### src/rtl/ifetch_req_if.sv
// Instruction-fetch request interface: memory bus, redirect/stall controls and
// the presented instruction toward the fetch stage, grouped as one bundle.
interface ifetch_req_if;
   logic        ireq_valid;
   logic [63:0] ireq_addr;
   logic        iresp_data_ok;
   logic [63:0] iresp_data;
   logic        stall;
   logic        redirect;
   logic [63:0] redirect_pc;
   logic [31:0] raw_instr;
   logic [63:0] pc;
   logic        instr_valid;
   logic        misalign;

   modport master (
      output ireq_valid, ireq_addr, raw_instr, pc, instr_valid, misalign,
      input  iresp_data_ok, iresp_data, stall, redirect, redirect_pc
   );

   modport slave (
      input  ireq_valid, ireq_addr, raw_instr, pc, instr_valid, misalign,
      output iresp_data_ok, iresp_data, stall, redirect, redirect_pc
   );
endinterface

### src/rtl/ifetch_req.sv
// Instruction fetch requester: issues one doubleword read per instruction, picks
// the 32-bit half selected by pc[2] and presents it with registered outputs.
module ifetch_req #(
   parameter logic [63:0] RESET_PC = 64'h8000_0000
) (
   input  logic         clk,
   input  logic         reset,
   ifetch_req_if.master bus
);

   typedef enum logic [2:0] {IDLE, REQ, VALID, DISCARD, EXC} state_t;

   state_t      state_q, state_d;
   logic [63:0] pc_q, pc_d;
   logic [63:0] req_addr_q, req_addr_d;
   logic [31:0] word_q, word_d;
   logic [31:0] raw_instr_q, raw_instr_d;
   logic        ireq_valid_q, ireq_valid_d;
   logic        instr_valid_q, instr_valid_d;
   logic        misalign_q, misalign_d;
   logic        go_tgt;
   logic [63:0] tgt;

   always_comb begin
      state_d    = state_q;
      pc_d       = pc_q;
      req_addr_d = req_addr_q;
      word_d     = word_q;
      go_tgt     = 1'b0;
      tgt        = bus.redirect_pc;

      unique case (state_q)
         IDLE: begin
            state_d    = REQ;
            req_addr_d = pc_q;
         end
         REQ: begin
            if (bus.redirect) begin
               pc_d = bus.redirect_pc;
               if (bus.iresp_data_ok) go_tgt  = 1'b1;
               else                   state_d = DISCARD;
            end else if (bus.iresp_data_ok) begin
               word_d  = pc_q[2] ? bus.iresp_data[63:32] : bus.iresp_data[31:0];
               state_d = VALID;
            end
         end
         VALID: begin
            if (bus.redirect) begin
               go_tgt = 1'b1;
            end else if (!bus.stall) begin
               pc_d       = pc_q + 64'd4;
               req_addr_d = pc_q + 64'd4;
               state_d    = REQ;
            end
         end
         DISCARD: begin
            // The old response is still owed on the bus; only pc tracks redirects
            if (bus.redirect) pc_d = bus.redirect_pc;
            if (bus.iresp_data_ok) begin
               go_tgt = 1'b1;
               tgt    = bus.redirect ? bus.redirect_pc : pc_q;
            end
         end
         EXC: begin
            if (bus.redirect) go_tgt = 1'b1;
         end
         default: state_d = IDLE;
      endcase

      if (go_tgt) begin
         pc_d = tgt;
         if (tgt[1:0] != 2'b00) begin
            state_d = EXC;
         end else begin
            state_d    = REQ;
            req_addr_d = tgt;
         end
      end
   end

   // Outputs are decoded from the next state so they come straight from flops
   always_comb begin
      ireq_valid_d  = (state_d == REQ) || (state_d == DISCARD);
      instr_valid_d = (state_d == VALID) || (state_d == EXC);
      misalign_d    = (state_d == EXC);
      raw_instr_d   = (state_d == VALID) ? word_d : 32'h0;
   end

   always_ff @(posedge clk or posedge reset) begin
      if (reset) begin
         state_q       <= IDLE;
         pc_q          <= RESET_PC;
         req_addr_q    <= RESET_PC;
         word_q        <= 32'h0;
         raw_instr_q   <= 32'h0;
         ireq_valid_q  <= 1'b0;
         instr_valid_q <= 1'b0;
         misalign_q    <= 1'b0;
      end else begin
         state_q       <= state_d;
         pc_q          <= pc_d;
         req_addr_q    <= req_addr_d;
         word_q        <= word_d;
         raw_instr_q   <= raw_instr_d;
         ireq_valid_q  <= ireq_valid_d;
         instr_valid_q <= instr_valid_d;
         misalign_q    <= misalign_d;
      end
   end

   assign bus.ireq_valid  = ireq_valid_q;
   assign bus.ireq_addr   = req_addr_q;
   assign bus.raw_instr   = raw_instr_q;
   assign bus.pc          = pc_q;
   assign bus.instr_valid = instr_valid_q;
   assign bus.misalign    = misalign_q;

endmodule

### src/flat_wrapper.sv
// flat-port wrapper written by rule: the top's interface ports become plain ports
module ifetch_req_flat 
#(
   parameter logic [63:0] RESET_PC = 64'h8000_0000
)
  (clk, reset, bus_ireq_valid, bus_ireq_addr, bus_raw_instr, bus_pc, bus_instr_valid, bus_misalign, bus_iresp_data_ok, bus_iresp_data, bus_stall, bus_redirect, bus_redirect_pc);
  ifetch_req_if bus_i ();
  input  logic clk;
  input  logic reset;
  output wire logic [$bits(bus_i.ireq_valid)-1:0] bus_ireq_valid;
  output wire logic [$bits(bus_i.ireq_addr)-1:0] bus_ireq_addr;
  output wire logic [$bits(bus_i.raw_instr)-1:0] bus_raw_instr;
  output wire logic [$bits(bus_i.pc)-1:0] bus_pc;
  output wire logic [$bits(bus_i.instr_valid)-1:0] bus_instr_valid;
  output wire logic [$bits(bus_i.misalign)-1:0] bus_misalign;
  input wire logic [$bits(bus_i.iresp_data_ok)-1:0] bus_iresp_data_ok;
  input wire logic [$bits(bus_i.iresp_data)-1:0] bus_iresp_data;
  input wire logic [$bits(bus_i.stall)-1:0] bus_stall;
  input wire logic [$bits(bus_i.redirect)-1:0] bus_redirect;
  input wire logic [$bits(bus_i.redirect_pc)-1:0] bus_redirect_pc;
  assign bus_ireq_valid = bus_i.ireq_valid;
  assign bus_ireq_addr = bus_i.ireq_addr;
  assign bus_raw_instr = bus_i.raw_instr;
  assign bus_pc = bus_i.pc;
  assign bus_instr_valid = bus_i.instr_valid;
  assign bus_misalign = bus_i.misalign;
  assign bus_i.iresp_data_ok = bus_iresp_data_ok;
  assign bus_i.iresp_data = bus_iresp_data;
  assign bus_i.stall = bus_stall;
  assign bus_i.redirect = bus_redirect;
  assign bus_i.redirect_pc = bus_redirect_pc;
  ifetch_req #(.RESET_PC(RESET_PC)) u_core (.clk(clk), .reset(reset), .bus(bus_i));
endmodule
### config.mk
export PLATFORM = sky130hd
export DESIGN_NAME = ifetch_req_flat
export DESIGN_NICKNAME = d
export VERILOG_FILES = /design/src/rtl/ifetch_req_if.sv /design/src/rtl/ifetch_req.sv /design/src/flat_wrapper.sv
export SDC_FILE = /design/constraint.sdc
export NUM_CORES = 1
export LEC_CHECK = 0
export ABC_AREA = 1
export CORE_UTILIZATION = 47
export DETAILED_ROUTE_END_ITERATION = 10
export HOLD_SLACK_MARGIN = 0.05
export PLACE_DENSITY = 0.78
export SLEW_MARGIN = 20
export SYNTH_ARGS = -nofsm -noshare
export SYNTH_HDL_FRONTEND = slang
export SYNTH_SLANG_ARGS = --single-unit
### constraint.sdc
create_clock -name clk -period 7.06 [get_ports clk]
set_input_delay 1.765 -clock clk [delete_from_list [all_inputs] [get_ports clk]]
set_output_delay 1.765 -clock clk [all_outputs]
set_load 0.005 [all_outputs]
==> results_dict.tcl, run 1 <==
set metrics [dict create \
    routabilityCongestion 0.979 \
    clk_pin_slew_worst_paths_ns 0.08 \
    drt-initial-drc-count 1741 \
    numClockSinks 198 \
    synth_cell_types 35 \
    cts_tree "built" \
    final_common_cell "nand2_1" \
    ant_nets 0 \
    ys_ff_latch 198 \
    grt_max_degree 147 \
    dp_hpwl_microns 36600 \
    grt_pass1_wl_microns 81400 \
    numCtsBuffers 17 \
    fin_ws_ns 2.52 \
    die_h_microns 173 \
    slowest_delay_ns 0.54 \
    async_flop_share 1.00 \
    slowest_stage "clkdlybuf4s50_1" \
    coreArea_sq_mm 0.0288 \
    wl_per_cell_microns 18.2 \
    postCtsSetupBuffers 0 \
    cts_hold_buf 0 \
    ir_worst_vdd_v 0.000384 \
    dp_slack_ns 2.15 \
    port_buffers 295 \
    nets 2586 \
    areaGrowthSynthToFinish_pct 27.2 \
    synth_area_leader_cell "dfrtp_1" \
    grt_antenna_before_repair 1 \
    final_core_util 0.611 \
    rows 62 \
    rsz0062_at_grt "no" \
    drc 0 \
    wl_microns 51900 \
    cp.arrival_ns 4.83 \
    startpoint_type "input port" \
    leakagePower_nw 8.61 \
    end_kind "register" \
    path_class "in2reg" \
    cts_resized 0 \
    root_buffer "clkbuf_16" \
    dr.pass1.iters 6 \
    cp.required_ns 7.35 \
    clock-skew-final_ns 0.0137 \
    finalPower_mw 7.35 \
    drv_slew 0 \
    start_util 0.480 \
    avgSynthCellArea_sq_um 6.17 \
    num_vias 15937 \
    placed_cell_area_sq_mm 0.0169 \
    worstSkewPairLatency_ns 0.46 \
    status "complete, no violations" \
    hold_viol 0 \
    cp_cell_sequence "clkdlybuf4s50_1 -> nand2_2 -> o21ai_1 -> nand3_4 -> buf_4 -> inv_1 -> o22ai_1" \
    regArea_sq_mm 0.00496 \
    drive_gt1_frac 0.0304 \
    synthesis.nets 2372 \
    setup_violations 0 \
    fill_cells 2725 \
    synth_top_area_frac 0.355 \
    yosysWarningCount 0 \
    min_period_ns 4.54 \
    num_antenna_cells 0 \
    die_w_microns 173 \
    via_per_inst 5.60 \
    mostFrequentLayoutCells "nand2_1, clkdlybuf4s50_1, inv_1" \
    clockBufferDepth 2 \
    relSlewSlack 0.282 \
    tightest_slew_ns 1.08 \
    path_max_fanout 39 \
    grt_use_total 0.346 \
    drv_cap 0 \
    netlist_instances 2237 \
    max_freq_mhz 220 \
    fin_setup_tns_ns 0 \
    period_share 0.643 \
    power_per_cell_area_mw_per_mm2 418 \
    io_pins 296 \
    synth_area_leaders "dfrtp_1, nand2_1, o21ai_0" \
    final_area_sq_mm 0.0176 \
    synth.yosys.seq_area_share 0.359 \
    multi_input_area_sq_mm 0.00728 \
    die_area_sq_mm 0.0301 \
    synth_area_sq_mm 0.0138 \
    synth_edf_count 0 \
    h-tree-depth 4 \
    hp-class "reg2reg" \
    first_global_vias 14820 \
    gr-total-overflow 0 \
    ys.flop_type "dfrtp_1" \
]
[flip-flops by register name, indices dropped and copies added, names as in the netlist]
name / flops
u_core.bus.ireq_addr: 64
u_core.bus.pc: 64
u_core.bus.raw_instr: 32
u_core.word_q: 32
u_core.state_q: 3
u_core.bus.instr_valid: 1
u_core.bus.ireq_valid: 1
u_core.bus.misalign: 1
[worst paths after layout]
kind / startpoint / endpoint / slack, ns / cells past startpoint
setup / recovery: bus_iresp_data_ok / u_core.bus.ireq_addr[8] / 2.52 / 7
hold / removal: u_core.word_q[13] / u_core.word_q[13] / 0.59 / 4
setup reg to reg: u_core.state_q[2] / u_core.bus.pc[59] / 3.18 / 12
hold reg to reg: u_core.word_q[13] / u_core.word_q[13] / 0.59 / 4
max in group asynchronous: reset / u_core.bus.ireq_addr[25] / 4.50 / 3
min in group asynchronous: reset / u_core.bus.ireq_addr[46] / 1.83 / 3
[routing by layer]
metal | vias to the layer above | share of wire | global-route usage
met5 | - | 0.00021 | 0
met4 | 2 | 0.042 | 0.155
met3 | 148 | 0.095 | 0.0636
met2 | 916 | 0.47 | 0.559
met1 | 7349 | 0.40 | 0.450
li1 | 7522 | - | -
[cell usage after synthesis (15+ instances only)]
cell      instances
clkbuf_1         61
nand3_1         167
o211ai_1         17
a22oi_1          48
nand4_1          15
o21ai_0         258
dfrtp_1         196
nand2_1         735
nor2_1          260
inv_1           290
a21oi_1          61
buf_2            37
[critical path: cells and delay by family]
kind | cells | cell delay [ns]
buffers and inverters | 3 | 1.43
and+or+nand+nor | 2 | 0.88
AOI/OAI and AO/OA | 2 | 0.72
[cell families after synthesis]
logic type      Yosys count  share of synthesized area
fa+ha+maj                 2                    0.00181
mux                       3                    0.00236
xor+xnor                 16                     0.0101
compound gates          410                      0.162
buf+inv                 411                      0.117
simple gates           1197                      0.347
flops                   198                      0.359
[stage by stage]
stage	instances	hold slack, ns
4_1_cts	2848	0.583
3_5_place_dp	2816	0.559
6_report	2848	0.590
5_1_grt	2848	0.612
3_3_place_gp	2816	0.549
2_1_floorplan	2237	0.535
[final cells by class]
class,count,area share
clock buffer,17,0.0242
clock inverter,15,0.0132
inverter,295,0.0632
multi-input combinational,1628,0.414
sequential,198,0.282
tap,384,0.0273
timing repair buffer,311,0.176
[power breakdown]
part	total [mW]	leakage (nW)	switching, mW	internal (mW)
logic	3.96	5.86	2.27	1.69
clock network	1.11	0.318	0.594	0.512
registers	2.29	2.43	0.623	1.66
No activity file was read; power rests on OpenSTA's default activity.
==> run 2, diff against run 1 <==
- CORE_UTILIZATION: 47 -> 52
- PLACE_DENSITY: 0.78 -> 0.81
- clock period: 7.06 -> 4.65 ns (I/O delays scaled with it)
==> run 2 against run 1 <==
Non-clock buffer count up 8. Sequential power up 49%. Cell area about the same. Die area down 9.5%. Critical endpoint is now u_core.bus.ireq_addr[59]. Critical path type unchanged. Via count up 0.64%. Largest cell class unchanged. Clock skew up 0.0092 ns. Routed wire length up 1.1%. Core utilization up 6.4 points. Global-route usage up 4.3 points. Combinational power up 55%.
==> results_dict.tcl, run 2 (synthesized netlist as in run 1, its figures left out) <==
set metrics [dict create \
    status "complete, no violations" \
    wl_microns 52500 \
    postCtsSetupBuffers 0 \
    routabilityCongestion 1.01 \
    die_w_microns 165 \
    end_kind "register" \
    rsz0062_at_grt "no" \
    fill_cells 2316 \
    numCtsBuffers 17 \
    h-tree-depth 4 \
    drv_slew 0 \
    grt_use_total 0.388 \
    drive_gt1_frac 0.0328 \
    ant_nets 0 \
    rr_endpoint "u_core.bus.pc[8]" \
    via_per_inst 5.71 \
    grt_pass1_wl_microns 80500 \
    setup_violations 0 \
    root_buffer "clkbuf_16" \
    final_common_cell "nand2_1" \
    p_int_mw 5.90 \
    crit_cells 9 \
    power_per_cell_area_mw_per_mm2 638 \
    r2r-start "u_core.state_q[0]" \
    rows 59 \
    hp-class "reg2reg" \
    areaGrowthSynthToFinish_pct 27.2 \
    crit_path_end "u_core.bus.ireq_addr[59]" \
    p_sw_mw 5.31 \
    gr-total-overflow 0 \
    clk_pin_slew_worst_paths_ns 0.09 \
    cp_num_buf_inv 4 \
    clock-skew-final_ns 0.0230 \
    startpoint_type "input port" \
    start_util 0.530 \
    die_h_microns 165 \
    p_comb_frac 0.549 \
    num_vias 16039 \
    p_sw_frac 0.473 \
    leakagePower_nw 8.65 \
    relSlewSlack 0.299 \
    path_max_fanout 90 \
    grt_antenna_before_repair 0 \
    min_period_ns 3.33 \
    path_class "in2reg" \
    cp.required_ns 4.98 \
    clkPwrFrac 0.147 \
    period_share 0.716 \
    tightest_slew_ns 1.05 \
    critPathTopFamily "buffers and inverters" \
    port_buffers 295 \
    fin_setup_tns_ns 0 \
    r2r_cells 6 \
    dpl.cell_count 2775 \
    ir_worst_vdd_v 0.000501 \
    cts_tree "built" \
    cp.arrival_ns 3.66 \
    clockBufferDepth 2 \
    dr.pass1.iters 9 \
    seq_power_share 0.304 \
    io_pins 296 \
    stdcell_count 2807 \
    nets 2594 \
    slowest_delay_ns 0.78 \
    grt_max_degree 103 \
    num_antenna_cells 0 \
    slowest_stage "buf_4" \
    dp_hpwl_microns 37500 \
    cp-startpoint "bus_redirect" \
    worstSkewPairLatency_ns 0.46 \
    cp_cell_sequence "buf_4 -> inv_1 -> o21ai_0 -> o21ai_1 -> nand3_4 -> buf_4 -> nand2_1 -> inv_1 -> a21oi_1" \
    rrSetupSlack_ns 1.45 \
    coreArea_sq_mm 0.0261 \
    numClockSinks 198 \
    cts_resized 0 \
    hold_viol 0 \
    mostFrequentLayoutCells "nand2_1, clkdlybuf4s50_1, inv_1" \
    wl_per_cell_microns 18.7 \
    first_global_vias 14777 \
    drt-initial-drc-count 2185 \
    drv_cap 0 \
    max_freq_mhz 300 \
    cts_hold_buf 0 \
    die_area_sq_mm 0.0272 \
    drc 0 \
]
[run 2: changes by cell type in the layout (fill, tap and decap cells not counted), moves of 2 or more]
cell    previous run  this run
buf_12             1         3
buf_4             15        22
inv_6              0         3
inv_8              4         0
[run 2: worst min path at each step]
stage                                        from                 endpoint  slack [ns]  cells past startpoint
final                     u_core.bus.ireq_addr[6]  u_core.bus.ireq_addr[6]        0.58                      2
after global routing      u_core.bus.ireq_addr[6]  u_core.bus.ireq_addr[6]        0.61                      2
after CTS                 u_core.bus.ireq_addr[6]  u_core.bus.ireq_addr[6]        0.59                      2
after detailed placement  u_core.bus.ireq_addr[6]  u_core.bus.ireq_addr[6]        0.56                      2
after global placement          u_core.word_q[28]        u_core.word_q[28]        0.56                      4
after floorplan                 u_core.bus.pc[63]        u_core.bus.pc[63]        0.54                      2
[run 2: power groups by stage]
stage | clock (mW) | combinational, mW | sequential [mW]
6_report | 1.65 | 6.15 | 3.41
5_1_grt | 1.72 | 6.85 | 3.47
4_1_cts | 1.65 | 6.08 | 3.37
3_5_place_dp | 0 | 6.03 | 3.40
3_3_place_gp | 0 | 5.86 | 3.38
2_1_floorplan | 0 | 3.58 | 3.14
[run 2: area by class of cell]
type	count	area (sq um)	area share
timing repair buffer	319	3170	0.180
inverter	295	1110	0.0632
multi-input combinational	1628	7270	0.414
clock inverter	15	218	0.0124
sequential	198	4960	0.282
tap	335	419	0.0239
clock buffer	17	425	0.0242
[run 2: metrics by stage]
stage	util	worst slack [ns]	power, mW	hold slack (ns)	area, sq um
final	0.674	1.32	11.2	0.581	17600
after detailed placement	0.650	0.937	9.43	0.557	16900
after CTS	0.674	1.41	11.1	0.586	17600
after floorplan	-	0.929	6.72	0.535	13800
after global placement	0.650	1.03	9.23	0.562	16900
after global routing	0.674	1.15	12.0	0.607	17600
[run 2: routing by layer]
layer | track usage | share of wire
met3 | 0.0753 | 0.10
met5 | 0 | 0
met2 | 0.619 | 0.46
met1 | 0.503 | 0.39
met4 | 0.192 | 0.045
[run 2: worst min-delay path: stages, from the launching register on]
cell	delay, ns
dfrtp_1	0.39
nand3_1	0.08
a31oi_1	0.08
